### src/rtl/ufm_pkg.sv
// ---------------------------------------------------------------------------
// ufm_pkg
// Shared types and constants for the UFM page-request controller.
//   ufm_state_e : controller FSM states (IDLE, CMD, XFER, WAIT)
//   UFM_CMD_RD  : ufm_cmd_wr value for a read command
//   UFM_CMD_WR  : ufm_cmd_wr value for a write command
//   UFM_TMO_W   : width of the per-state idle/timeout counter
// ---------------------------------------------------------------------------
package ufm_pkg;

    typedef enum logic [1:0] {
        IDLE = 2'd0,
        CMD  = 2'd1,
        XFER = 2'd2,
        WAIT = 2'd3
    } ufm_state_e;

    localparam logic UFM_CMD_RD = 1'b0;
    localparam logic UFM_CMD_WR = 1'b1;

    localparam int UFM_TMO_W = 8;

endpackage

### src/rtl/req_edge_det.sv
// ---------------------------------------------------------------------------
// req_edge_det
// Enable-gated rising-edge detector for an already-synchronized request level.
//   sync_clk    : clock
//   sync_rst    : asynchronous active-high reset (history register cleared)
//   sync_clk_en : sampling enable; history only updates when high and a start
//                 can only be reported when high
//   req         : synchronized request level
//   start       : combinational one-cycle start indication
// ---------------------------------------------------------------------------
module req_edge_det (
    input  logic sync_clk,
    input  logic sync_rst,
    input  logic sync_clk_en,
    input  logic req,
    output logic start
);

    logic prev_reg;

    // History holds while disabled, so an edge that occurs during a disabled
    // stretch is still seen on the first enabled cycle.
    always_ff @(posedge sync_clk or posedge sync_rst) begin
        if (sync_rst) begin
            prev_reg <= 1'b0;
        end else if (sync_clk_en) begin
            prev_reg <= req;
        end
    end

    assign start = req & ~prev_reg & sync_clk_en;

endmodule

### src/rtl/ufm_page_req_ctrl.sv
// ---------------------------------------------------------------------------
// ufm_page_req_ctrl
// Turns rising edges of the synchronized read/write request levels into a
// single page command to the UFM flash, counts one page of data beats, waits
// for flash idle and reports completion (done) or idle timeout (err).
//
// Parameters: PAGE_BYTES (2..256), ADDR_W, TIMEOUT (1..255)
// Ports:
//   sync_clk, sync_rst      : clock, asynchronous active-high reset
//   sync_clk_en             : gates the request edge detectors only
//   rd_req, wr_req          : synchronized request levels
//   page_addr               : page address, captured at start
//   ufm_cmd_valid/_wr/_addr : command toward flash (wr: 1 = write)
//   ufm_cmd_ready           : flash accepts command
//   ufm_data_valid          : one byte beat transferred
//   ufm_busy                : flash internal operation in progress
//   byte_cnt                : beats counted in the current page
//   busy                    : controller not in IDLE
//   done, err               : one-cycle completion / timeout pulses
// ---------------------------------------------------------------------------
module ufm_page_req_ctrl
    import ufm_pkg::*;
#(
    parameter int PAGE_BYTES = 16,
    parameter int ADDR_W     = 9,
    parameter int TIMEOUT    = 255
) (
    input  logic              sync_clk,
    input  logic              sync_rst,
    input  logic              sync_clk_en,
    input  logic              rd_req,
    input  logic              wr_req,
    input  logic [ADDR_W-1:0] page_addr,
    output logic              ufm_cmd_valid,
    output logic              ufm_cmd_wr,
    output logic [ADDR_W-1:0] ufm_cmd_addr,
    input  logic              ufm_cmd_ready,
    input  logic              ufm_data_valid,
    input  logic              ufm_busy,
    output logic [7:0]        byte_cnt,
    output logic              busy,
    output logic              done,
    output logic              err
);

    // One extra bit so that PAGE_BYTES = 256 can be counted internally.
    localparam int CNT_W = 9;
    localparam logic [CNT_W-1:0]     PAGE_LAST = CNT_W'(PAGE_BYTES - 1);
    localparam logic [CNT_W-1:0]     PAGE_FULL = CNT_W'(PAGE_BYTES);
    localparam logic [UFM_TMO_W-1:0] TMO_LIMIT = UFM_TMO_W'(TIMEOUT);

    // ---------------------------------------------------------------------
    // Request edge detection: index 0 = read, index 1 = write
    // ---------------------------------------------------------------------
    logic [1:0] req_vec;
    logic [1:0] start_vec;

    assign req_vec = {wr_req, rd_req};

    generate
        for (genvar gi = 0; gi < 2; gi++) begin : g_edge
            req_edge_det u_edge (
                .sync_clk    (sync_clk),
                .sync_rst    (sync_rst),
                .sync_clk_en (sync_clk_en),
                .req         (req_vec[gi]),
                .start       (start_vec[gi])
            );
        end
    endgenerate

    // ---------------------------------------------------------------------
    // State and datapath registers
    // ---------------------------------------------------------------------
    ufm_state_e            state_reg,    state_next;
    logic [CNT_W-1:0]      cnt_reg,      cnt_next;
    logic [UFM_TMO_W-1:0]  tmo_reg,      tmo_next;
    logic                  cmd_wr_reg,   cmd_wr_next;
    logic [ADDR_W-1:0]     cmd_addr_reg, cmd_addr_next;
    logic                  done_reg,     done_next;
    logic                  err_reg,      err_next;
    logic                  tmo_hit;

    always_ff @(posedge sync_clk or posedge sync_rst) begin
        if (sync_rst) begin
            state_reg    <= IDLE;
            cnt_reg      <= '0;
            tmo_reg      <= '0;
            cmd_wr_reg   <= 1'b0;
            cmd_addr_reg <= '0;
            done_reg     <= 1'b0;
            err_reg      <= 1'b0;
        end else begin
            state_reg    <= state_next;
            cnt_reg      <= cnt_next;
            tmo_reg      <= tmo_next;
            cmd_wr_reg   <= cmd_wr_next;
            cmd_addr_reg <= cmd_addr_next;
            done_reg     <= done_next;
            err_reg      <= err_next;
        end
    end

    always_comb begin
        state_next    = state_reg;
        cnt_next      = cnt_reg;
        cmd_wr_next   = cmd_wr_reg;
        cmd_addr_next = cmd_addr_reg;
        done_next     = 1'b0;
        err_next      = 1'b0;
        tmo_next      = tmo_reg;

        tmo_hit = (state_reg != IDLE) && (tmo_reg == TMO_LIMIT);

        // Valid is withdrawn in the cycle the timeout fires so a late
        // handshake can never be accepted for an aborted command.
        ufm_cmd_valid = (state_reg == CMD) && !tmo_hit;

        // Timeout has priority over every other transition, which also keeps
        // done and err mutually exclusive.
        if (tmo_hit) begin
            state_next = IDLE;
            err_next   = 1'b1;
        end else begin
            unique case (state_reg)
                IDLE: begin
                    if (start_vec[0] || start_vec[1]) begin
                        state_next    = CMD;
                        // Read wins a simultaneous edge; the write edge is lost.
                        cmd_wr_next   = start_vec[0] ? UFM_CMD_RD : UFM_CMD_WR;
                        cmd_addr_next = page_addr;
                        cnt_next      = '0;
                    end
                end
                CMD: begin
                    if (ufm_cmd_valid && ufm_cmd_ready) begin
                        state_next = XFER;
                    end
                end
                XFER: begin
                    if (ufm_data_valid) begin
                        if (cnt_reg < PAGE_FULL) begin
                            cnt_next = cnt_reg + CNT_W'(1);
                        end
                        if (cnt_reg == PAGE_LAST) begin
                            state_next = WAIT;
                        end
                    end
                end
                WAIT: begin
                    if (!ufm_busy) begin
                        state_next = IDLE;
                        done_next  = 1'b1;
                    end
                end
                default: state_next = IDLE;
            endcase
        end

        // Idle counter: restarts on any progress (state change or beat).
        if ((state_next != state_reg) || ufm_data_valid) begin
            tmo_next = '0;
        end else if (state_reg != IDLE) begin
            tmo_next = tmo_reg + UFM_TMO_W'(1);
        end
    end

    // ---------------------------------------------------------------------
    // Outputs
    // ---------------------------------------------------------------------
    assign ufm_cmd_wr   = cmd_wr_reg;
    assign ufm_cmd_addr = cmd_addr_reg;
    assign busy         = (state_reg != IDLE);
    assign done         = done_reg;
    assign err          = err_reg;
    // With a 256-byte page the 8-bit port cannot show 256; it clamps at 255.
    assign byte_cnt     = cnt_reg[CNT_W-1] ? 8'hFF : cnt_reg[7:0];

endmodule

### config.mk
export PLATFORM = sky130hd
export DESIGN_NAME = ufm_page_req_ctrl
export DESIGN_NICKNAME = d
export VERILOG_FILES = /design/src/rtl/ufm_pkg.sv /design/src/rtl/req_edge_det.sv /design/src/rtl/ufm_page_req_ctrl.sv
export SDC_FILE = /design/constraint.sdc
export NUM_CORES = 1
export LEC_CHECK = 0
export CAP_MARGIN = 20
export CORE_UTILIZATION = 40
export CTS_BUF_LIST = sky130_fd_sc_hd__clkbuf_4 sky130_fd_sc_hd__clkbuf_8 sky130_fd_sc_hd__clkbuf_16
export DETAILED_ROUTE_END_ITERATION = 7
export PLACE_DENSITY = 0.78
export SETUP_SLACK_MARGIN = 0.02
export SLEW_MARGIN = 0
export SYNTH_ARGS = -nofsm -noshare
export SYNTH_HDL_FRONTEND = slang
export SYNTH_SLANG_ARGS = --single-unit
### constraint.sdc
create_clock -name sync_clk -period 1.75 [get_ports sync_clk]
set_input_delay 0.2625 -clock sync_clk [delete_from_list [all_inputs] [get_ports sync_clk]]
set_output_delay 0.2625 -clock sync_clk [all_outputs]
set_load 0.05 [all_outputs]
==> results by group <==
Route
  • DR iter-0 viols: 62
  • Drt drc: 0
  • WL final: 3520 um
  • DR WL/cell: roughly 13 um
  • Via density: ~5
  • Antenna Violating Nets Remaining: 0
  • Number of iterations in the first detailed-routing pass: 4
  • Vias post-DR: 1328

Logic synthesis
  • Synth unique cells: between 40 and 50
  • Simple-Gate Fraction of Synth Area: between 20% and 30%
  • Register area share after synthesis: a little over half
  • Yosys reg bits: 33
  • Cell area after synthesis: 1570 um^2
  • Syn Nets: about 180
  • Syn_area_per_cell: 10.0 um^2
  • Number of flops mapped to enable cells by yosys: 0
  • Largest family of logic cells by synthesized area: simple AND/OR/NAND/NOR gates
  • Cells after Synth: between 150 and 200
  • Leading post-synthesis cells by cell area: dfrtp_1 (53%), nand2_1 (6.7%), a211oi_2 (3.2%), or2_2 (2.8%), xnor2_1 (2.2%)
  • Yosys top cell area share: a little over half
  • Synth warnings: 0
  • Share of flip-flops with an asynchronous set or reset: between 90% and 100%
  • Top cells by count, synth: dfrtp_1 (33), nand2_1 (28), nor2_1 (9)
  • Post-synthesis mux area share: 3.42%
  • Xor/xnor share of the synthesized area: 3.90%
  • Synth Area in Adders: between 1.5 and 2%
  • Most numerous cell in the Yosys netlist: dfrtp_1
  • Main synth FF type: dfrtp_1
  • Leading area contributor after synthesis: dfrtp_1
  • Area fraction in compound gates after synthesis: between 10% and 20%

Global route
  • Pin count of the biggest net entering global routing: 34
  • Total GRT Usage: between 10% and 20%
  • Initial antenna violation count: 0
  • Total grt overflow: 0
  • First-pass GRT wire length: between 6000 and 7000 um
  • Vias in the first global route: ~1.3k

Power
  • Combinational share of power: 50.0%
  • Static Leak: ~1.1 nW
  • Sw frac: between 40% and 50%
  • Worst VDD drop: 0.000781 V
  • PD cells: between 1500 and 2000 nW/um^2
  • Clock Power Share: around 17%
  • Switching Power: approximately 1.5 mW
  • Sequential power share: approximately a third
  • Total internal power: 1.88 mW
  • Overall power: 3.39 mW

Timing
  • Final hold slack: 0.350 ns
  • Setup slack after layout: 0.0844 ns
  • Setup TNS: 0 ns
  • Setup violators final: 0
  • Worst slew margin: roughly two thirds
  • Period utilisation layout: between 90% and 100%
  • Final Hold Fails: 0
  • Worst-margin pin slew: 0.519 ns
  • Final min period: 1.67 ns
  • Final setup skew: 0.00443 ns
  • Fmax: between 600 and 700 MHz
  • Final Max Tran Viols: 0
  • Unrepaired setup endpoints after global routing: false

Floorplanning
  • Initial Util: 42.3%
  • Die X: roughly 65 um
  • FP Rows: 22
  • Die area: 4180 um^2
  • Die height: 64.7 um
  • Total core area: around 3700 um^2
  • I/O Pins: 39

Setup path
  • Max FO, Critical Path: 1
  • Worst EP arrival: ~1.4 ns
  • CP startpoint kind: flip-flop
  • CP Capture Type: primary output
  • Critical path type: flip-flop to primary output
  • Worst path bufs/invs: 1
  • Slowest cell on crit path: clkdlybuf4s50_1
  • Req. time, crit path: roughly 1.5 ns
  • Delay-heaviest family, CP: buffers and inverters
  • CP cell instances: clkdlybuf4s50_1
  • Max incr delay on CP: around 0.8 ns

Clocking
  • Clock latency on the worst-skew pair: 0.29 ns
  • Cts hold-fix bufs: 0
  • Root Buffer: clkbuf_8
  • CTS Buf Count: 5
  • Clock slew at reported path FFs: around 0.07 ns
  • CTS H-tree depth: 2
  • Clock Sinks: 33
  • CTS tree: built
  • Clock buffer depth: 2

Finish
  • Reg area: around 830 um^2
  • Non-filler cells, final: about 260
  • Core Util, Final: ~60%
  • Design Area, Final: approximately 2200 um^2
  • Fraction of layout cells with a size suffix above 1: 29.0%
  • Area of the multi-input gates: between 700 and 800 um^2
  • Diodes inserted: 0
  • FILL cells: ~320
  • P&R area growth vs syn: 41.6%
  • Nets: approximately 230

Placement
  • Pre-CTS WS: -0.165 ns
  • Routability Congestion: about 0.85
  • Placed cells: 251
  • Dpl hpwl: about 2400 um
  • Port buffer count: 38
  • Dpl cell area: 2080 um^2

Outcome
  • Status: completed

Min path
  • Min-Delay Path Class: primary input to async pin

Job
  • Maxcap violations: 0
final cells by class:
class                           count  share of cell area, %
Tap cell                           48                   2.70
Clock inverter                      2                  0.450
Sequential cell                    33                   37.2
Multi-Input combinational cell    112                   32.5
Clock buffer                        6                   3.43
Inverter                            8                   1.35
Timing Repair Buffer               53                   22.4
kinds of logic after synthesis:
group                    Yosys count
AO/OA/AOI/OAI                     25
XOR/XNOR                           7
adder cells (fa/ha/maj)            2
buffers and inverters             12
flip-flops                        33
multiplexers                       5
AND/OR/NAND/NOR                   73
path summary, 6_finish.rpt:
| check | slack, ns | cells past startpoint | endpoint | start |
|---|---|---|---|---|
| min reg2reg | 0.47 | 2 | ufm_cmd_addr[2] | ufm_cmd_addr[2] |
| max reg2reg | 0.10 | 6 | tmo_reg[5] | tmo_reg[1] |
| max in group asynchronous | 1.08 | 3 | state_reg[1] | sync_rst |
| min in group sync_clk | 0.47 | 2 | ufm_cmd_addr[2] | ufm_cmd_addr[2] |
| min | 0.35 | 3 | ufm_cmd_addr[4] | sync_rst |
| max | 0.08 | 1 | err | err |
placed cells by master (no fill, tap or decap), drive strengths merged, types with 4 or more instances in the layout:
cell and count:
and2 4, buf 29, inv 8, or2 8
nand2 28, o21ai 5, clkbuf 6, xnor2 4
dlymetal6s2s 6, clkdlybuf4s50 18, nor2 11, nand3 6
dfrtp 33, a211oi 4, a21oi 6
metal layers:
metal | track usage (%) | wire length (um)
met1 | 24.4 | 1620
met2 | 30.5 | 1650
met3 | 5.63 | 165
met4 | 10.0 | 79
met5 | 0 | 0
power by group through the flow:
stage | combinational (mW) | clock [mW] | sequential [mW]
2_1_floorplan | 0.732 | 0 | 1.47
3_3_place_gp | 1.65 | 0 | 1.13
3_5_place_dp | 1.67 | 0 | 1.13
4_1_cts | 1.70 | 0.581 | 1.13
5_1_grt | 1.80 | 0.619 | 1.16
6_report | 1.69 | 0.568 | 1.13
timing repair:
| action | in CTS | in global routing |
|---|---|---|
| setup endpoints to repair | 1 | 12 |
| cloned | 0 | 0 |
| setup buffers | 3 | 1 |
| resized for setup | 4 | 9 |
| pin swaps | 4 | 2 |
| hold endpoints to repair | 0 | 0 |
Note: power is estimated with default switching activity, not from simulation.
==> variant 1 (config.mk and constraints unchanged) <==
Encoding of `ufm_state_e`: now one-hot (4 bits for 4 states).
--- a/src/rtl/ufm_pkg.sv
+++ b/src/rtl/ufm_pkg.sv
@@ -8,11 +8,11 @@
 // ---------------------------------------------------------------------------
 package ufm_pkg;
 
-    typedef enum logic [1:0] {
-        IDLE = 2'd0,
-        CMD  = 2'd1,
-        XFER = 2'd2,
-        WAIT = 2'd3
+    typedef enum logic [3:0] {
+        IDLE = 4'b0001,
+        CMD  = 4'b0010,
+        XFER = 4'b0100,
+        WAIT = 4'b1000
     } ufm_state_e;
 
     localparam logic UFM_CMD_RD = 1'b0;
Check against the original RTL: no difference found for any inputs over 10 cycles, from zero or initial values and one cycle with sync_rst high; not proved beyond that.
==> variant 1 against the unedited design <==
The flow now finishes with violations (negative setup slack); area after synthesis increased by 9.8%; sequential cell count increased by 2; routed wire length increased by 30%; count of clock-buffer cells in the layout unchanged; clock skew about the same; via count increased by 24%; total power decreased by 23%; global-route usage increased by 0.97 points; final area increased by 27%; worst setup slack got worse by 0.22 ns; critical endpoint is now cnt_reg[2]; largest cell class is now multi-input gates.
==> variant 1: results (changes against the unedited design) <==
Routing
* **drt initial violations** 61, was 62
* **DR vias** 1641, was 1328
* **vias per std cell** 5.26, was 5.07
* **routed wire length** 4580 µm, was 3520 µm

Global route
* **met2 Track Usage GR** 0.348, was 0.305
* **met3 layer usage reported by global route** 0.0456, was 0.0563
* **routing usage on met1** 0.245, was 0.244
* **pin count of the biggest net entering global routing** 21, was 34
* **via count of the first global-routing pass** 1488, was 1284

Status
* **violations in the final reports** negative setup slack
* **status** complete, but fails checks, was finished clean

Synth
* **synth unique cells** 45, was 41
* **register area share after synthesis** 0.508, was 0.525
* **main area contributors after synthesis** dfrtp_1, nand2_1, xor2_1, was dfrtp_1, nand2_1, a211oi_2
* **list of most frequent post-synthesis cells** dfrtp_1, nand2_1, nor2_1, unchanged
* **instance count of the mapped netlist** 176, was 157
* **Post-Syn Nets** 195, was 176

Critical path
* **start of the worst register-to-register path** cnt_reg[6], was tmo_reg[1]
* **longest individual stage delay on the worst path** 0.42 ns, was 0.79 ns
* **slowest stage cell on the critical path** or4_4, was clkdlybuf4s50_1

Power and ir drop
* **Lkg Pwr** 0.00135 µW, was 0.00112 µW
* **Worst IR Drop VDD** 0.657 mV, was 0.781 mV

Finish
* **fin nets** 280, was 232
* **proportion of layout cells with a drive suffix above 1** 0.473, was 0.290

Place
* **Cells after DPL** 295, was 251
* **Final Wtd Congestion** 0.769, was 0.847
* **instance area at placement** 2410 µm², was 2080 µm²

Timing
* **accumulated negative setup slack** -1.42 ns, was 0 ns
* **Clock Skews** 0.00401 ns, was 0.00443 ns
* **total of endpoints with negative setup slack in the final report** 16, was 0
* **final critical-path setup slack** -0.138 ns, was 0.0844 ns

variant 1: final cells by class:
class | count | area, µm²
Multi-Input combinational cell | 131 | 1030
Timing Repair Buffer | 84 | 752
Tap cell | 50 | 62.6
Fill cell | 297 | 1220
Clock buffer | 6 | 76.3
Inverter | 4 | 17.5
Clock inverter | 2 | 12.5
Sequential cell | 35 | 881
variant 1: repair_timing:
| item | in CTS | in global routing |
|---|---|---|
| pin swaps | 10 | 19 |
| endpoints found under the setup margin | 19 | 34 |
| buffers inserted | 7 | 2 |
| endpoints found under the hold margin | 0 | 0 |
| resized for setup | 30 | 39 |
variant 1: cells by family (layout without fill, tap and decap cells):
kind of cell,after synthesis,count (layout),synth area share
AOI/OAI and AO/OA,26,26,0.0965
xor gates and xnor gates,8,8,0.0406
adders and majority gates,2,2,0.0145
buffers and inverters,10,96,0.0239
DFF,35,35,0.508
muxes,3,3,0.0189
and+or+nand+nor,92,92,0.297
variant 1: worst max-delay path: cells and delay by family, from the launching register on:
family	cells	cell delay, ns
simple gates	3	1.02
compound gates	2	0.42
flops	1	0.39
variant 1: layer usage:
layer,up-vias,share of wire
li1,787,-
met1,792,0.41
met2,45,0.53
met3,17,0.033
met4,0,0.029
met5,-,0
variant 1: worst max path at each step:
stage | slack [ns] | start | to
CTS | -0.13 | cnt_reg[6] | cnt_reg[2]
global placement | -0.35 | ufm_data_valid | cnt_reg[3]
floorplan | -0.19 | cnt_reg[8] | cnt_reg[3]
detailed placement | -0.40 | ufm_data_valid | cnt_reg[2]
finish | -0.14 | cnt_reg[6] | cnt_reg[2]
global route | -0.21 | cnt_reg[6] | cnt_reg[2]
variant 1: power breakdown:
group	switching (µW)	leakage, µW	internal, µW
Clock	289	0.0000446	293
Combinational	634	0.000849	424
Sequential	66.7	0.000459	912
Total	990	0.00135	1630
==> variant 2 (same settings) <==
Made on the original files. `ADDR_W`: 9 -> 8.
--- a/src/rtl/ufm_page_req_ctrl.sv
+++ b/src/rtl/ufm_page_req_ctrl.sv
@@ -22,7 +22,7 @@
     import ufm_pkg::*;
 #(
     parameter int PAGE_BYTES = 16,
-    parameter int ADDR_W     = 9,
+    parameter int ADDR_W     = 8,
     parameter int TIMEOUT    = 255
 ) (
     input  logic              sync_clk,
Ports: changed (resized page_addr and ufm_cmd_addr); port bits go from 39 to 37. No check against the original RTL was run, so the function may have changed too.
==> variant 2 against the unedited design <==
Maximum frequency down 4.3%; final area up 9.4%; final cell count down 3.4%; total power up 7.0%; routed wire length up 12%; combinational power up 10%; core utilization up 5.1 points; worst setup slack worse by 0.074 ns; sequential cell count down 1; area after synthesis up 2.0%; register-to-register slack worse by 0.08 ns; sequential share of layout area down 4.2 points.
==> variant 2: results (changes against the unedited design) <==
Status
* **status** finished clean, unchanged

Synth
* **main area contributors after synthesis** dfrtp_1, mux2_2, nor3_1, was dfrtp_1, nand2_1, a211oi_2
* **Post-Syn Nets** 157, was 176
* **register area share after synthesis** 0.500, was 0.525
* **arithmetic-cell share of the synthesized area counting full adders, half adders and majority gates** 0.0156, was 0.0159
* **post-synthesis share of cell area spent on xor and xnor gates** 0.0383, was 0.0390
* **asr flop ratio synth** 1.00, unchanged
* **list of most frequent post-synthesis cells** dfrtp_1, mux2_2, nor3_1, was dfrtp_1, nand2_1, nor2_1
* **compound-cell area share of the yosys netlist** 0.137, was 0.120
* **share of the synthesized area in the top cell type** 0.500, was 0.525
* **share of cell area taken by muxes after synthesis** 0.0968, was 0.0342
* **most used flip-flop cell after synthesis** dfrtp_1, unchanged
* **synth unique cells** 40, was 41
* **Synthesis Warnings** 0, unchanged

Critical path
* **data arrival time of the worst path** 1.48 ns, was 1.40 ns
* **largest fanout of any net on the critical path** 3, was 1
* **Worst path top cell family by delay** flip-flops, was buffers and inverters
* **slowest stage cell on the critical path** dfrtp_1, was clkdlybuf4s50_1
* **longest individual stage delay on the worst path** 0.40 ns, was 0.79 ns

Global route
* **global-route total usage across every layer** 0.196, was 0.195
* **antenna violations before repair** 0, unchanged
* **first-pass GRT wire length** 6180 µm, was 6050 µm
* **via count of the first global-routing pass** 1386, was 1284
* **pin count of the biggest net entering global routing** 33, was 34

Finish
* **fin nets** 222, was 232
* **count of filler cells inserted in the layout** 290, was 323
* **proportion of layout cells with a drive suffix above 1** 0.449, was 0.290
* **number of antenna repair diodes** 0, unchanged
* **flip-flop count of the largest register after layout** 9

Routing
* **DRT Pass-1 Iters** 4, unchanged
* **routed wire length** 3940 µm, was 3520 µm
* **drt initial violations** 84, was 62
* **vias per std cell** 5.51, was 5.07

Place
* **# port buffers** 36, was 38
* **total half-perimeter wirelength after legalization and detailed placement** 2640 µm, was 2390 µm
* **Post-Place Worst Slack** -0.261 ns, was -0.165 ns
* **Final Wtd Congestion** 0.939, was 0.847

Power and ir drop
* **Worst IR Drop VDD** 0.803 mV, was 0.781 mV
* **Lkg Pwr** 0.00116 µW, was 0.00112 µW
* **switching part of the total** 0.418, was 0.446

Clocking
* **total CTS buffers** 5, unchanged
* **worst skew pair latency** 0.28 ns
* **clock transition at the register clock pins on the worst setup and hold paths after CTS** 0.06 ns
* **CTS max path bufs** 2, unchanged
* **Root Driver** clkbuf_8, unchanged
* **number of levels in the clock H-tree** 2, unchanged

Min path
* **class of the most critical hold timing path** input pin to async pin, unchanged

Timing
* **Clock Skews** 0.00409 ns, was 0.00443 ns
* **worst slew pin tran** 0.508 ns, was 0.519 ns

==> variant 2: changes by cell type after synthesis, sizes merged, moves of 4 or more <==
cell	unedited run	this run
nor3	3	11
a21oi	6	1
buf	2	6
mux2	3	12
nor2	11	6
nand2	28	3
o21a	0	4
==> variant 2: path summary, 6_finish.rpt <==
check | slack [ns] | end | start | depth (start not counted)
setup / recovery | 0.01 | ufm_cmd_valid | tmo_reg[0] | 6
hold / removal | 0.40 | g_edge[0].u_edge.prev_reg | sync_rst | 3
setup reg to reg | 0.02 | cnt_reg[2] | tmo_reg[0] | 7
hold reg to reg | 0.51 | ufm_cmd_addr[5] | ufm_cmd_addr[5] | 1
max in group asynchronous | 1.04 | state_reg[1] | sync_rst | 3
min in group sync_clk | 0.51 | ufm_cmd_addr[5] | ufm_cmd_addr[5] | 1
==> variant 2: repair_timing <==
| item | in CTS | in global routing |
|---|---|---|
| setup endpoints to repair | 3 | 24 |
| setup buffers | 5 | 3 |
| gates resized for setup | 8 | 28 |
| pin swaps | 3 | 10 |
| cloned | 0 | 0 |
==> variant 2: power by group through the flow <==
stage / combinational, µW / sequential [µW] / clock [µW]
after global routing: 1960 / 1080 / 758
after detailed placement: 1720 / 1080 / 0
after CTS: 1790 / 1060 / 724
after floorplan: 777 / 1400 / 0
final: 1860 / 1060 / 699
after global placement: 1680 / 1070 / 0
==> variant 2: worst min-delay path, stage by stage <==
cell             delay (ns)
clkdlybuf4s50_1        0.41
inv_1                  0.06
buf_4                  0.36
==> variant 2: cell type report <==
| type | count | area, µm² | area share |
|---|---|---|---|
| tap | 48 | 60.1 | 0.0247 |
| multi-input combinational | 94 | 845 | 0.347 |
| clock buffer | 6 | 76.3 | 0.0313 |
| clock inverter | 2 | 35.0 | 0.0144 |
| sequential | 32 | 805 | 0.330 |
| inverter | 7 | 26.3 | 0.0108 |
| timing repair buffer | 64 | 588 | 0.242 |
==> variant 2: routing by layer <==
| metal | GRT usage | wire length, µm | vias up |
|---|---|---|---|
| met5 | 0 | 0 | - |
| met4 | 0.0815 | 106 | 0 |
| met2 | 0.316 | 1990 | 56 |
| met3 | 0.0660 | 266 | 13 |
| met1 | 0.237 | 1580 | 692 |
| li1 | - | - | 632 |
==> variant 2: metrics by stage <==
step / hold slack [ns] / TNS [ns] / total power [µW] / cells / cell area [µm²]
after global placement: 0.489 / -1.78 / 2740 / 237 / 2120
after global routing: 0.436 / -0.179 / 3800 / 253 / 2430
final: 0.396 / 0 / 3630 / 253 / 2430
after detailed placement: 0.499 / -2.47 / 2800 / 237 / 2120
after floorplan: 0.375 / 0 / 2180 / 139 / 1610
after CTS: 0.390 / 0 / 3570 / 250 / 2290
